<file path="src/rtl/tpu_rf_mc.sv">
// Multi-channel TPU register file: NCH channel windows on the 8-bit host bus with a
// one-cycle ready handshake. Define TPU_RF_INTCNT_EN to build the per-channel INT_CNT counters.
module tpu_rf_mc #(
  parameter int unsigned NCH       = 4,
  parameter logic [7:0]  BASE_ADDR = 8'h20,
  parameter int unsigned CH_STRIDE = 8
) (
  input  logic                SYS_CLK,
  input  logic                RST,
  input  logic                we_rf,
  input  logic                re_rf,
  input  logic [7:0]          addr_rf,
  input  logic [7:0]          data_rf,
  input  logic [NCH-1:0]      TPUINT_RF,
  output logic                ready_rf,
  output logic [7:0]          data_out,
  output logic [NCH-1:0]      RSTTPU,
  output logic [NCH-1:0]      TXSLOT_EN,
  output logic [NCH-1:0]      RXSLOT_EN,
  output logic [NCH-1:0]      TIMERINTMSK,
  output logic [NCH-1:0]      INTFLAG,
  output logic [NCH*8-1:0]    TX_SLOT,
  output logic [NCH*8-1:0]    RX_SLOT,
  output logic [NCH*16-1:0]   TIMER_INT_VALUE,
  output logic                IRQ
);

  localparam int BaseI   = int'(BASE_ADDR);
  localparam int StrideI = int'(CH_STRIDE);
  localparam int SumI    = BaseI + int'(NCH) * StrideI;

  localparam logic [2:0] OffCtrl  = 3'd0;
  localparam logic [2:0] OffTx    = 3'd1;
  localparam logic [2:0] OffRx    = 3'd2;
  localparam logic [2:0] OffTimHi = 3'd3;
  localparam logic [2:0] OffTimLo = 3'd4;
  localparam logic [2:0] OffCnt   = 3'd5;

  logic [NCH-1:0]         tx_en_q, tx_en_d;
  logic [NCH-1:0]         rx_en_q, rx_en_d;
  logic [NCH-1:0]         msk_q, msk_d;
  logic [NCH-1:0]         flag_q, flag_d;
  logic [NCH-1:0][2:0]    spare_q, spare_d;
  logic [NCH-1:0][7:0]    tx_slot_q, tx_slot_d;
  logic [NCH-1:0][7:0]    rx_slot_q, rx_slot_d;
  logic [NCH-1:0][7:0]    shadow_q, shadow_d;
  logic [NCH-1:0][15:0]   timer_q, timer_d;
  logic [NCH-1:0]         prev_q;
  logic [NCH-1:0]         rsttpu_q, rsttpu_d;
  logic                   ready_q;
  logic [7:0]             dout_q, dout_d;
  logic                   irq_q, irq_d;
`ifdef TPU_RF_INTCNT_EN
  logic [NCH-1:0][7:0]    cnt_q, cnt_d;
`endif

  int                     addr_int;
  logic [NCH-1:0]         sel_ch;
  logic [2:0]             sel_off;
  logic                   hit_sum;
  logic [NCH-1:0]         evt;
  logic [7:0]             rdata;

  assign addr_int = {24'd0, addr_rf};
  assign evt      = TPUINT_RF & ~prev_q;

  // Address decode: one-hot channel select plus the offset inside the window.
  always_comb begin
    sel_ch  = '0;
    sel_off = '0;
    for (int c = 0; c < int'(NCH); c++) begin
      if (addr_int >= BaseI + c * StrideI && addr_int < BaseI + c * StrideI + 6) begin
        sel_ch[c] = 1'b1;
        sel_off   = 3'(addr_int - BaseI - c * StrideI);
      end
    end
    hit_sum = (addr_int == SumI);
  end

  // Read mux always reflects pre-write state, so a simultaneous write returns the old value.
  always_comb begin
    rdata = 8'h00;
    if (hit_sum) begin
      rdata = 8'(flag_q);
    end else begin
      for (int c = 0; c < int'(NCH); c++) begin
        if (sel_ch[c]) begin
          case (sel_off)
            OffCtrl:  rdata = {spare_q[c], flag_q[c], msk_q[c], rx_en_q[c], tx_en_q[c], 1'b0};
            OffTx:    rdata = tx_slot_q[c];
            OffRx:    rdata = rx_slot_q[c];
            OffTimHi: rdata = timer_q[c][15:8];
            OffTimLo: rdata = timer_q[c][7:0];
`ifdef TPU_RF_INTCNT_EN
            OffCnt:   rdata = cnt_q[c];
`endif
            default:  rdata = 8'h00;
          endcase
        end
      end
    end
  end

  always_comb begin
    tx_en_d   = tx_en_q;
    rx_en_d   = rx_en_q;
    msk_d     = msk_q;
    flag_d    = flag_q;
    spare_d   = spare_q;
    tx_slot_d = tx_slot_q;
    rx_slot_d = rx_slot_q;
    shadow_d  = shadow_q;
    timer_d   = timer_q;
    rsttpu_d  = '0;
`ifdef TPU_RF_INTCNT_EN
    cnt_d     = cnt_q;
`endif
    for (int c = 0; c < int'(NCH); c++) begin
      if (we_rf && sel_ch[c]) begin
        case (sel_off)
          OffCtrl: begin
            rsttpu_d[c] = data_rf[0];
            tx_en_d[c]  = data_rf[1];
            rx_en_d[c]  = data_rf[2];
            msk_d[c]    = data_rf[3];
            spare_d[c]  = data_rf[7:5];
            if (data_rf[4]) flag_d[c] = 1'b0;
          end
          OffTx:    tx_slot_d[c] = data_rf;
          OffRx:    rx_slot_d[c] = data_rf;
          OffTimHi: shadow_d[c]  = data_rf;
          OffTimLo: timer_d[c]   = {shadow_q[c], data_rf};
`ifdef TPU_RF_INTCNT_EN
          OffCnt:   cnt_d[c]     = 8'h00;
`endif
          default: ;
        endcase
      end
      // A new event overrides a same-edge clear.
      if (evt[c]) begin
        flag_d[c] = 1'b1;
`ifdef TPU_RF_INTCNT_EN
        if (cnt_d[c] != 8'hFF) cnt_d[c] = cnt_d[c] + 8'd1;
`endif
      end
    end
  end

  always_comb begin
    dout_d = re_rf ? rdata : 8'h00;
    irq_d  = |(flag_q & ~msk_q);
  end

  always_ff @(posedge SYS_CLK) begin
    if (RST) begin
      tx_en_q   <= '0;
      rx_en_q   <= '0;
      msk_q     <= '0;
      flag_q    <= '0;
      spare_q   <= '0;
      tx_slot_q <= '0;
      rx_slot_q <= '0;
      shadow_q  <= '0;
      timer_q   <= '0;
      prev_q    <= '0;
      rsttpu_q  <= '0;
      ready_q   <= 1'b0;
      dout_q    <= 8'h00;
      irq_q     <= 1'b0;
`ifdef TPU_RF_INTCNT_EN
      cnt_q     <= '0;
`endif
    end else begin
      tx_en_q   <= tx_en_d;
      rx_en_q   <= rx_en_d;
      msk_q     <= msk_d;
      flag_q    <= flag_d;
      spare_q   <= spare_d;
      tx_slot_q <= tx_slot_d;
      rx_slot_q <= rx_slot_d;
      shadow_q  <= shadow_d;
      timer_q   <= timer_d;
      prev_q    <= TPUINT_RF;
      rsttpu_q  <= rsttpu_d;
      ready_q   <= we_rf | re_rf;
      dout_q    <= dout_d;
      irq_q     <= irq_d;
`ifdef TPU_RF_INTCNT_EN
      cnt_q     <= cnt_d;
`endif
    end
  end

  assign ready_rf        = ready_q;
  assign data_out        = dout_q;
  assign RSTTPU          = rsttpu_q;
  assign TXSLOT_EN       = tx_en_q;
  assign RXSLOT_EN       = rx_en_q;
  assign TIMERINTMSK     = msk_q;
  assign INTFLAG         = flag_q;
  assign TX_SLOT         = tx_slot_q;
  assign RX_SLOT         = rx_slot_q;
  assign TIMER_INT_VALUE = timer_q;
  assign IRQ             = irq_q;

endmodule
</file>
<file path="config.mk">
export PLATFORM = sky130hd
export DESIGN_NAME = tpu_rf_mc
export DESIGN_NICKNAME = d
export VERILOG_FILES = /design/src/rtl/tpu_rf_mc.sv
export SDC_FILE = /design/constraint.sdc
export NUM_CORES = 1
export LEC_CHECK = 0
export BUFFER_PORTS_ARGS = -buffer_cell sky130_fd_sc_hd__buf_2
export CAP_MARGIN = 30
export CORE_ASPECT_RATIO = 1.4
export CORE_MARGIN = 1
export CORE_UTILIZATION = 55
export CTS_BUF_LIST = sky130_fd_sc_hd__clkbuf_4 sky130_fd_sc_hd__clkbuf_8
export DETAILED_ROUTE_END_ITERATION = 10
export PLACE_DENSITY_LB_ADDON = 0.1
export SKIP_LAST_GASP = 1
export SYNTH_ARGS = -nofsm -noshare
export SYNTH_HDL_FRONTEND = slang
export SYNTH_SLANG_ARGS = --single-unit
</file>
<file path="constraint.sdc">
create_clock -name SYS_CLK -period 2.2 [get_ports SYS_CLK]
set_input_delay 0.22 -clock SYS_CLK [delete_from_list [all_inputs] [get_ports SYS_CLK]]
set_output_delay 0.22 -clock SYS_CLK [all_outputs]
set_load 0.05 [all_outputs]
</file>
* Word-level counts from Yosys, hierarchy flattened
Cells that the tools add are included.
** Word-level totals
- Bits in registers :: 206
- Bits of input ports :: 24
- Output and inout bits :: 158
- Logic and storage cells :: 152
** Cells by class
- Add/subtract/negate cells :: 4
- Order comparisons :: 8
- Equality and inequality tests :: 5
- Muxes and demuxes :: 28
- Bitwise logic cells :: 10
- Reduce and logical (&&, ||, !) cells :: 52
** Operators with widths (number)
- $pmux 8 s5 :: 4
- $reduce_and 2->1 :: 20
- $ge 8x6->1 const B :: 4
- $lt 8x6->1 const B :: 4
- $mux 8 :: 4
- $reduce_bool 2->1 :: 12
- $mux 1 :: 15
- $mux 3 :: 4
- $reduce_and 3->1 :: 4
- $sub 3x1->3 const B :: 4
- $reduce_or 2->1 :: 5
- $and 4x4->4 :: 2
- $eq 8x8->1 const B :: 1
- $logic_and 1x1->1 :: 8
- $not 4->4 :: 2
- $eq 3x2->1 const B :: 2
- $not 1->1 :: 5
- $mux 4 :: 1
- $reduce_or 4->1 :: 1
- $eq 3x1->1 const B :: 1
- $eq 3x3->1 const B :: 1
- $logic_not 3->1 :: 1
- $reduce_or 3->1 :: 1
- $or 1x1->1 :: 1

* Longest topological paths before layout
- Depth after elaboration :: 13
- Mapped depth :: 10
- Gate-level depth less buffers :: 6

* Worst setup path before layout
Ideal clock, no wire load.
- Path type :: input to register
- Start point :: input addr_rf[0]
- End point :: register timer_q (netlist bit TIMER_INT_VALUE[47])
- Setup time :: 0.132 ns
- Data arrival time :: 1.681 ns
- Data required time :: 2.068 ns
- Setup slack :: 0.387 ns
- Stages on the path :: 10
- Path buffers :: 4
- Cells stage by stage :: buf_2 -> nor2_1 -> and3_1 -> buf_4 -> nand2_4 -> or2_2 -> buf_2 -> buf_2 -> nand2_1 -> a21oi_1
** Between the ends
- Cells in the longest elaborated chain, start to end :: 8
- Elaborated cells on any way between the ends :: 24
- Those cells by class :: 4 x add/sub; 8 x order compare; 1 x eq/ne; 5 x mux; 6 x reduce/logical
** Ends and longest elaborated chain
- start, declared :: RTL line 12 : input logic [7:0] addr_rf,
- branches (longest 7 deep; another with $sub 3x1->3)
- $reduce_and 2->1 (no source line) *
- end signal, assigned :: RTL line 182 : timer_q <= timer_d;
- end, declared :: RTL line 47 : logic [NCH-1:0][15:0] timer_q, timer_d;
Mark *: on every way between the ends.
A chain may end at the register's enable or synchronous reset.

* Worst setup path in the final report
- Start point :: input addr_rf[2]
- End point :: register dout_q[3], in the netlist data_out[3]
** Between the ends
- Cells in the longest elaborated chain, start to end :: 13
- Elaborated cells on any way between the ends :: 39
- Those cells by class :: 4 x add/sub; 8 x order compare; 5 x eq/ne; 17 x mux; 5 x reduce/logical
** Ends and longest elaborated chain
- branches (longest 12 deep; another with $sub 3x1->3)
- $mux 4 * :: RTL line 83 : if (hit_sum) begin
- end signal, assigned :: RTL line 186 : dout_q <= dout_d;
- end, declared :: RTL line 51 : logic [7:0] dout_q, dout_d;
Marked as above.

==> flow_metrics.py <==
metrics = {
    "routing": {
        "first_iter_violations": 1083,
        "firstDrtPassIters": 6,
        "drc": 0,
        "vias_per_cell": 6.09,
        "drt-wirelength-per-cell_um": 21.6,
        "via_count": 9197,
        "postRouteAntennaNets": 0,
        "drt_wl_total_mm": 32.6,
    },
    "synthesis": {
        "synthCells": 1111,
        "ys.warnings.count": 0,
        "async_flop_share_pct": 0,
        "ys.flop_type": "dfxtp_1",
        "post-synth-top-area-cell": "dfxtp_1",
        "yosys-top-cells-area": "dfxtp_1 47%, a21oi_1 12%, nand2_1 11%",
        "synth_seq_cells": 206,
        "syn_nets": 1135,
        "netlist_area_um2": 8690,
        "synth_top_cell_area_share_pct": 47.4,
        "synth_enable_flop_cells": 0,
        "netlist-cell-type-count": 46,
        "ys_top_cells_by_count": "246 x nand2_1, 206 x a21oi_1, 206 x dfxtp_1",
        "synth.most_common_cell": "nand2_1",
        "yosysSeqAreaShare_pct": 47.4,
        "syn_avg_cell_area_um2": 7.82,
    },
    "clocking": {
        "htree_levels": 1,
        "cts-root-buf": "clkbuf_8",
        "clock-sinks": 206,
        "cts_buffer_depth": 3,
        "clk_pin_slew_ps": 60,
        "cts_inserted_buffers": 31,
        "cts_tree": "built",
        "clk_latency_ps": 590,
    },
    "global_routing": {
        "grt_pass1_wl_mm": 47.9,
        "grt_pass1_vias": 8178,
        "track_usage_pct": 39.2,
        "grt_max_degree": 100,
        "antenna_found_initial": 1,
        "overflow": 0,
    },
    "critical_path": {
        "crit_start": "addr_rf[2]",
        "worstPathMaxFanout": 20,
        "crit_end": "data_out[3]",
        "critPathCaptureType": "register",
        "critPathTopFamily": "simple AND/OR/NAND/NOR gates",
        "reg2reg_depth": 5,
        "arrival_ps": 2150,
        "cp_data_required_time_ps": 2650,
        "rr_endpoint": "data_out[2]",
        "crit_chain": "buf_2 > nor4b_4 > and2_1 > buf_12 > buf_4 > a221oi_1 > nor2_1 > a211oi_1 > nor4_1",
        "start_kind": "input pin",
        "slowest_stage": "nor4b_4",
        "cp.depth": 9,
        "reg2reg_from": "TIMER_INT_VALUE[58]",
        "cpPeakStageDelay_ps": 390,
        "r2r_slack_ps": 590,
        "critPathBufInv": 3,
        "crit_type": "in2reg",
    },
    "finish": {
        "seqCellArea_um2": 4120,
        "fin_nets": 1321,
        "drive_above_1_share_pct": 24.4,
        "synthToLayoutAreaGrowth_pct": 22.8,
        "multi_input_area_um2": 4120,
        "fill_cells": 1402,
        "fin_cells": 1511,
    },
    "timing": {
        "fmax_mhz": 588,
        "slew_headroom_pct": 34.3,
        "finalCriticalPeriod_ps": 1700,
        "finClkSkew_ps": 34.7,
        "worst_slew_pin_slew_ps": 985,
        "hold_violations": 0,
        "tns_ps": 0,
        "setup-violations-final": 0,
        "maxSlewViolCount": 0,
        "timing.final.crit_share_pct": 77.3,
        "rsz0062_at_grt": "false",
    },
    "floorplanning": {
        "die_area_um2": 16300,
        "die_y_um": 151,
        "die_w_um": 108,
        "fp.coreArea_um2": 15500,
        "initial_core_util_pct": 55.9,
        "io_pins": 182,
        "num_rows": 54,
    },
    "place": {
        "dp.final_hpwl_mm": 22.4,
        "dp_cells": 1454,
        "gp_congestion": 0.965,
        "port_buffers": 181,
    },
    "outcome": {
        "status": "completed",
    },
    "worst_hold_path": {
        "hp-class": "in2reg",
        "holdCritStartpoint": "we_rf",
    },
    "pwr": {
        "power_per_cell_area_nw_per_um2": 685,
        "power.leakage_uw": 0.00424,
        "ir_drop_v": 0.000628,
    },
    "flow_run": {
        "drv_cap": 0,
    },
}
[cells by family (layout without fill, tap and decap cells)]
kind of cell,count (synthesis),in the layout,share of synthesized area (%)
multiplexers,23,23,2.78
AND/OR/NAND/NOR,341,341,16.8
buffers and inverters,106,309,5.12
flip-flops,206,206,47.4
other,0,1,0
AO/OA/AOI/OAI,435,435,27.8
[registers in the layout, indices dropped and copies added (netlist names)]
name             cells
data_out             8
ready_rf             1
prev_q               4
TX_SLOT             32
spare_q             12
TIMERINTMSK          4
TXSLOT_EN            4
IRQ                  1
RXSLOT_EN            4
shadow_q            32
TIMER_INT_VALUE     64
INTFLAG              4
RSTTPU               4
RX_SLOT             32
[placed cells by master, fill, tap and decap left out, types with 2 or more instances in the layout]
cell,Yosys,routed
a22oi_1,15,15
clkbuf_4,0,9
a21oi_1,206,206
buf_12,0,7
nor2b_1,10,10
nor3_1,6,6
dfxtp_1,206,206
a221o_1,3,3
mux2_2,9,9
a31oi_1,4,4
nor4_1,5,5
nand3_1,7,7
o211ai_1,4,4
a22o_1,7,7
mux2i_1,14,14
or2_2,2,2
nor2_1,37,37
buf_4,4,59
and2_1,4,4
a211oi_1,10,10
nand4b_1,2,2
buf_2,20,180
nand2_1,246,246
nand2_2,2,2
a222oi_1,6,6
a221oi_1,16,16
and4_1,2,2
clkinv_2,0,2
o21ai_0,158,158
nand4_1,2,2
nor2_2,4,4
clkbuf_8,0,37
inv_1,6,6
a32o_1,3,3
dlygate4sd3_1,0,6
and3_1,3,3
[timing repair]
| action | in CTS | in global routing |
|---|---|---|
| hold buffers | 6 | 0 |
| gates resized for setup | 0 | 0 |
| hold endpoints to repair | 9 | 0 |
| setup buffers | 0 | 0 |
[power breakdown]
group,internal (uW),total [uW],leakage (uW),switching (uW)
registers,3750,3770,0.00166,19.1
clock network,1660,3120,0.000320,1470
logic,109,423,0.00226,314
[worst register-to-register path: stages, from the launching register on]
cell and delay, ps:
dfxtp_1 340, mux2_2 280, a221oi_1 350, nor2_1 80, a211oi_1 320, nor4_1 90
[routing by layer]
layer	up-vias	part of all wire (%)	GRT usage (%)
li1	4261	-	-
met3	96	9.3	6.41
met5	-	0	0
met2	522	47	62.6
met4	0	4.5	19.0
met1	4318	39	51.3
[worst min path at each step]
stage	endpoint	slack, ps	cells after the start
6_report	ready_rf	40	3
5_1_grt	ready_rf	60	3
4_1_cts	ready_rf	20	3
3_5_place_dp	TXSLOT_EN[1]	420	2
3_3_place_gp	TXSLOT_EN[1]	420	2
2_1_floorplan	ready_rf	340	2
[layout make-up]
class	count	share of cell area (%)
diodes	1	0.0234
clock buffers	46	5.40
clock inverters	4	0.246
inverters	6	0.211
multi-input cells	799	38.6
flip-flops and latches	206	38.6
well taps	196	2.30
repair buffers	253	14.6
[stage by stage]
step	area (um^2)	util, %	power [uW]	hold WS, ps	setup WS, ps
CTS	10700	68.7	7320	17.8	502
detailed placement	10000	64.4	4250	421	2.44
floorplan	8690	-	4090	341	387
global route	10700	68.7	7500	55.3	390
global placement	10000	64.4	4250	424	-49.3
finish	10700	68.7	7310	42.5	500
No activity file was read; power rests on OpenSTA's default activity.
